==> src/rtl/hex_display.sv <==
// Hex output stage: time-multiplexed 8-digit common-anode seven-segment driver with frame-synchronous snapshot.
// Optional leading-zero blanking is enabled by defining HEX_DISPLAY_LZB_EN.
module hex_display #(
    parameter int SCAN_DIV   = 100000,
    parameter int NUM_DIGITS = 8
) (
    input  logic        clk_i,
    input  logic        rst_i,
    input  logic [31:0] data_i,
    input  logic        hold_i,
    output logic [7:0]  an_o,
    output logic [6:0]  seg_o,
    output logic        dp_o
);

    localparam int             CW       = (SCAN_DIV > 1) ? $clog2(SCAN_DIV) : 1;
    localparam logic [CW-1:0]  CNT_MAX  = CW'(SCAN_DIV - 1);
    localparam logic [2:0]     IDX_MAX  = 3'(NUM_DIGITS - 1);
    localparam logic [7:0]     DIG_MASK = 8'((9'd1 << NUM_DIGITS) - 9'd1);

    function automatic logic [6:0] seg_decode(input logic [3:0] nib);
        logic [6:0] seg;
        case (nib)
            4'h0:    seg = 7'h40;
            4'h1:    seg = 7'h79;
            4'h2:    seg = 7'h24;
            4'h3:    seg = 7'h30;
            4'h4:    seg = 7'h19;
            4'h5:    seg = 7'h12;
            4'h6:    seg = 7'h02;
            4'h7:    seg = 7'h78;
            4'h8:    seg = 7'h00;
            4'h9:    seg = 7'h10;
            4'hA:    seg = 7'h08;
            4'hB:    seg = 7'h03;
            4'hC:    seg = 7'h46;
            4'hD:    seg = 7'h21;
            4'hE:    seg = 7'h06;
            4'hF:    seg = 7'h0E;
            default: seg = 7'h7F;
        endcase
        return seg;
    endfunction

    logic [CW-1:0] cnt_q, cnt_d;
    logic [2:0]    idx_q, idx_d;
    logic [31:0]   snap_q, snap_d;
    logic [7:0]    an_q, an_d;
    logic [6:0]    seg_q, seg_d;
    logic          dp_q, dp_d;
    logic          tick_s;
    logic          idx_ok_s;
    logic          blank_s;
    logic [31:0]   upper_s;

    // Next-state for the prescaler, digit index, snapshot and registered display outputs.
    always_comb begin
        tick_s   = (cnt_q == CNT_MAX);
        idx_ok_s = DIG_MASK[idx_q];
        cnt_d    = cnt_q;
        idx_d    = idx_q;
        snap_d   = snap_q;

        if (tick_s) begin
            cnt_d = '0;
            if ((idx_q == IDX_MAX) || !idx_ok_s) begin
                idx_d = 3'd0;
            end else begin
                idx_d = idx_q + 3'd1;
            end
        end else begin
            cnt_d = cnt_q + CW'(1);
        end

        // Snapshot only at the last slot of a frame, so a frame never mixes two values.
        if (tick_s && (idx_q == IDX_MAX) && !hold_i) begin
            snap_d = data_i;
        end else begin
            snap_d = snap_q;
        end

        upper_s = snap_q >> {idx_q, 2'b00};
`ifdef HEX_DISPLAY_LZB_EN
        blank_s = (idx_q != 3'd0) && (upper_s == 32'd0);
`else
        blank_s = 1'b0;
`endif

        if (!idx_ok_s || blank_s) begin
            an_d  = 8'hFF;
            seg_d = 7'h7F;
        end else begin
            an_d  = ~(8'd1 << idx_q);
            seg_d = seg_decode(upper_s[3:0]);
        end

        if ((idx_q == 3'd0) && hold_i) begin
            dp_d = 1'b0;
        end else begin
            dp_d = 1'b1;
        end
    end

    // State and output registers with synchronous reset to a dark display.
    always_ff @(posedge clk_i) begin
        if (rst_i) begin
            cnt_q  <= '0;
            idx_q  <= 3'd0;
            snap_q <= 32'd0;
            an_q   <= 8'hFF;
            seg_q  <= 7'h7F;
            dp_q   <= 1'b1;
        end else begin
            cnt_q  <= cnt_d;
            idx_q  <= idx_d;
            snap_q <= snap_d;
            an_q   <= an_d;
            seg_q  <= seg_d;
            dp_q   <= dp_d;
        end
    end

    assign an_o  = an_q;
    assign seg_o = seg_q;
    assign dp_o  = dp_q;

endmodule

==> config.mk <==
export PLATFORM = sky130hd
export DESIGN_NAME = hex_display
export DESIGN_NICKNAME = d
export VERILOG_FILES = /design/src/rtl/hex_display.sv
export SDC_FILE = /design/constraint.sdc
export NUM_CORES = 1
export LEC_CHECK = 0
export CAP_MARGIN = 20
export CORE_MARGIN = 2
export CORE_UTILIZATION = 27
export CTS_BUF_LIST = sky130_fd_sc_hd__clkbuf_4
export CTS_CLUSTER_DIAMETER = 200
export DETAILED_ROUTE_END_ITERATION = 8
export SLEW_MARGIN = 5
export SYNTH_ARGS = -nofsm -noshare
export SYNTH_HDL_FRONTEND = slang
export SYNTH_SLANG_ARGS = --single-unit
export TNS_END_PERCENT = 20
==> constraint.sdc <==
create_clock -name clk_i -period 3.4 [get_ports clk_i]
set_clock_uncertainty 0.15 [all_clocks]
set_input_delay 0.68 -clock clk_i [delete_from_list [all_inputs] [get_ports clk_i]]
set_output_delay 0.68 -clock clk_i [all_outputs]
set_load 0.02 [all_outputs]
# Word level (Yosys, flattened, before mapping)

Memory sizes are Yosys's and may differ from the RTL's. A register that Yosys moved wholly into a read port is not among the register bits.
Index checks and enable logic that the tools add are counted.

$add $sub $neg: 2
Magnitude comparators: 1
Equal/unequal tests: 2
Shift-type cells: 2
Muxes and demuxes: 5
Bitwise operators: 2
Reductions and logical operators: 9

Operator list:

| cell                                               | number |
|---|---|
| right shift 32 x 5 -> 4 bit                        | 1 |
| adder 17 x 1 -> 17 bit, second input constant      | 1 |
| == test 17 bit, second input constant              | 1 |
| 2-to-1 mux 3 bit                                   | 3 |
| inverter 8 bit                                     | 1 |
| << shifter 1 x 3 -> 8 bit, first input constant    | 1 |
| < comparator 3 x 4 -> 1 bit, second input constant | 1 |
| OR reduction 2 bit                                 | 2 |
| adder 3 x 1 -> 3 bit, second input constant        | 1 |
| == test 3 bit, second input constant               | 1 |
| logical AND 1 bit                                  | 3 |
| zero test 3 bit                                    | 1 |
| zero test 1 bit                                    | 2 |
| 2-to-1 mux 1 bit                                   | 2 |
| logical OR 1 bit                                   | 1 |
| inverter 1 bit                                     | 1 |

Register bits after elaboration: 61
Bits in read-only memories: 120
Input bits: 35
Output and inout port bits: 16
Memories: 2

Memories:

| memory          | words | width | rd ports | clocked after Yosys merged registers in | wr ports | line | source |
|---|---|---|---|---|---|---|---|
| (no name shown) | 16    | 7     | 1        | 1                                       | 0        | 23   | `case (nib)` |
| (no name shown) | 8     | 1     | 1        | 1                                       | 0        | 59   | `idx_ok_s = DIG_MASK[idx_q];` |

# Depth between registers and ports, before layout

Word-level depth: 7
Mapped depth: 8
Mapped depth without buffers: 7

# Least setup slack after synthesis

No wires, ideal clock.

Path type: register to register
Start point: reg idx_q[0]
End point: reg seg_q[0], in the netlist seg_o[0]
Arrival: 2.073 ns
Data required time: 3.129 ns
Path slack: 1.056 ns
Stages on the path, launching flop included: 8
Path buffers: 1
Cell sequence: dfxtp_1 > buf_4 > mux4_2 > mux2_2 > ha_1 > a211o_1 > o21ai_1 > o21ai_1

Word-level cells in the longest chain between the ends: 1

RTL lines:

| item                        | line | source |
|---|---|---|
| start, declared             | 46   | `logic [2:0] idx_q, idx_d;` |
| start signal, assigned      | 115  | `idx_q <= idx_d;` |
| right shift 32 x 5 -> 4 bit | 82   | `upper_s = snap_q >> {idx_q, 2'b00};` |
| end, declared               | 49   | `logic [6:0] seg_q, seg_d;` |

No other way between the ends.
A chain may end at the register's enable or synchronous reset.

# Worst setup path after layout

Start point: reg idx_q[1]
End point: reg seg_q[3], in the netlist seg_o[3]

Same word-level chain as after synthesis.

==> flow_summary.yaml <==
run_status:
  outcome: "finished, final reports clean"
placement:
  place_congestion: 0.753
  pre_cts_ws_ps: 780
  io_buffer_count: 50
  hpwl_um: 4690
critical_path:
  cp_max_fo: 14
  crit_family: "multiplexers"
  path_common_cell: "o21ai_0"
  crit_chain: "mux4_2 -> mux2_2 -> inv_1 -> ha_1 -> o21ai_0 -> o21ai_0 -> a2bb2oi_1"
  cp-end-kind: "flip-flop"
  rr_worst_depth: 7
  critical_path_class: "flip-flop to flip-flop"
  critPathSlowestCell: "dfxtp_1"
  cp.arrival_ps: 2810
  critPathBufInv: 1
  crit_path_max_incr_delay_ps: 700
  rr_startpoint: "idx_q[1]"
  crit_path_start_kind: "flip-flop"
  cp_data_required_time_ps: 3600
  cp.depth: 7
  startpoint: "idx_q[1]"
global_routing:
  antenna_found_initial: 0
  busiest_layer: "met2"
  grt_use_total_pct: 11.4
  met2_usage_pct: 17.5
  grt_max_degree: 40
  use_met1_pct: 15.0
  grtUsageMet3_pct: 3.89
  grt_pass1_wl_um: 10500
  grt_overflow: 0
  grt_pass1_vias: 2202
timing:
  setup_ws_ps: 792
  fin_crit_ps: 2610
  slew_headroom_pct: 52.2
  worst_pin_slew_ps: 713
  clock.fmax_mhz: 383
  setup_viol: 0
  slew_violations: 0
  fin_tns_setup_ps: 0
  hold_viol_final: 0
  fin_crit_sh_pct: 76.7
  rsz0062_at_grt: "false"
cells_and_area:
  multi_input_area_um2: 1510
  regArea_um2: 1360
  final_nets: 398
  antenna_cells: 0
  final_cell_mix: "68 x dfxtp_1, 56 x nor2_1, 50 x clkdlybuf4s50_1, 41 x mux2i_1, 19 x nand2_1"
  final_common_cell: "dfxtp_1"
  fillers: 1136
  drive_gt1_share_pct: 9.83
  area_delta_synth_final_pct: 26.1
cts:
  cts_resized: 0
  postCtsSetupBuffers: 0
  cts_buffers: 9
  cts_buffer_depth: 2
  cts.clk_slew.worst_paths_ps: 120
  cts.sink_count: 68
  clk_latency_ps: 410
  cts_htree_levels: 3
  cts_tree: "yes"
  cts_hold_buf: 0
  root_buffer: "clkbuf_4"
yosys:
  postSynthAreaPerCell_um2: 10.1
  ys_ff_latch: 68
  yosysSeqAreaShare_pct: 45.5
  synthDistinctLibCells: 41
  syn_nets: 344
  synth_cells: 297
  netlist_area_um2: 2990
  ys_warn_count: 0
power_and_ir_drop:
  powerDensity_nw_per_um2: 379
  total_leakage_power_nw: 1.34
  worst_ir_drop_vdd_v: 0.000138
floorplanning:
  fp-row-count: 38
  core_um2: 10800
  pin_count: 51
  die_area_um2: 11900
  start_util_pct: 27.6
  die_h_um: 109
  fp.dieW_um: 109
worst_hold_path:
  hold_depth: 1
  min_from: "cnt_q[0]"
  hp-class: "flip-flop to flip-flop"
drt:
  wl_per_cell_um: 12.5
  drcViolationCount: 0
  dr_total_vias: 2207
  drt_iter0_markers: 92
  via_per_inst: 4.45
  detail-route-antenna-nets: 0
  drt_first_pass_iters: 4
  wl_um: 6210
job:
  max_cap_violations: 0
## layer usage
layer | routed length, um | vias to the layer above
li1 | - | 1142
met1 | 3090 | 1006
met2 | 2750 | 55
met3 | 302 | 4
met4 | 66 | 0
met5 | 0 | -
## registers in the layout (all words and copies together) (netlist names)
name    count
an_o        8
cnt_q      17
snap_q     32
dp_o        1
seg_o       7
idx_q       3
## Yosys cell counts
| library cell | number | area, um2 |
|---|---|---|
| a31oi_1 | 1 | 6.26 |
| nand2b_1 | 1 | 6.26 |
| nor4b_1 | 1 | 8.76 |
| mux2_2 | 4 | 45.0 |
| a211o_1 | 1 | 8.76 |
| a211oi_1 | 1 | 7.51 |
| o21ai_1 | 3 | 15.0 |
| a22oi_1 | 1 | 7.51 |
| a22o_1 | 1 | 8.76 |
| nor2_1 | 56 | 210 |
| inv_1 | 9 | 33.8 |
| a21oi_1 | 7 | 35.0 |
| o22ai_1 | 1 | 6.26 |
| and4_4 | 1 | 11.3 |
| buf_2 | 1 | 5.00 |
| nand3_1 | 5 | 25.0 |
| and2_1 | 1 | 6.26 |
| xor2_1 | 6 | 52.6 |
| and4bb_2 | 1 | 12.5 |
| o221ai_1 | 4 | 35.0 |
| nor3_1 | 1 | 5.00 |
| and3_1 | 3 | 18.8 |
| or3_1 | 6 | 37.5 |
| nor3b_1 | 1 | 7.51 |
| o22a_1 | 1 | 8.76 |
| mux4_2 | 6 | 135 |
| a2bb2oi_1 | 1 | 8.76 |
| xnor2_1 | 4 | 35.0 |
| buf_6 | 3 | 33.8 |
| nand2_1 | 19 | 71.3 |
| clkinv_1 | 1 | 3.75 |
| mux2i_1 | 41 | 410 |
| ha_1 | 12 | 150 |
| nand4_1 | 4 | 25.0 |
| nand3_4 | 1 | 17.5 |
| nor4b_4 | 1 | 23.8 |
| nor2b_1 | 1 | 6.26 |
| clkbuf_1 | 6 | 22.5 |
| buf_4 | 2 | 15.0 |
| o21ai_0 | 9 | 45.0 |
| dfxtp_1 | 68 | 1360 |
## kinds of logic (layout without fill, tap and decap cells)
logic type | after synthesis | in the layout | synth area share (%)
AOI/OAI and AO/OA | 31 | 31 | 6.45
xor gates and xnor gates | 10 | 10 | 2.93
adders and majority gates | 12 | 12 | 5.02
buffers and inverters | 22 | 81 | 3.81
DFF | 68 | 68 | 45.5
muxes | 51 | 51 | 19.8
and+or+nand+nor | 103 | 103 | 16.5
## final timing paths
kind	end	slack, ps
worst max-delay path	seg_o[3]	790
worst min-delay path	cnt_q[0]	300
worst max register to register	seg_o[3]	790
worst min register to register	cnt_q[0]	300
## where the power goes
group / internal, mW / switching [mW] / total (mW)
sequential: 0.804 / 0.00353 / 0.808
clock: 0.227 / 0.309 / 0.536
combinational: 0.0499 / 0.0342 / 0.0841
total: 1.08 / 0.347 / 1.43
## layout make-up
type | instances | share of cell area, %
multi-input combinational | 207 | 40.2
inverter | 10 | 0.996
clock buffer | 9 | 1.79
sequential | 68 | 36.1
tap | 140 | 4.65
timing repair buffer | 55 | 14.3
clock inverter | 7 | 2.02
## per-stage QoR
| stage | instance area, um2 | util, % | power, mW | hold slack [ps] | std cells |
|---|---|---|---|---|---|
| floorplan | 2990 | - | 0.851 | 263 | 297 |
| global placement | 3620 | 33.4 | 0.911 | 275 | 479 |
| detailed placement | 3630 | 33.4 | 0.912 | 286 | 480 |
| CTS | 3770 | 34.8 | 1.45 | 302 | 496 |
| global route | 3770 | 34.8 | 1.49 | 334 | 496 |
| finish | 3770 | 34.8 | 1.43 | 303 | 496 |
Power figures use the tool's default switching activity.
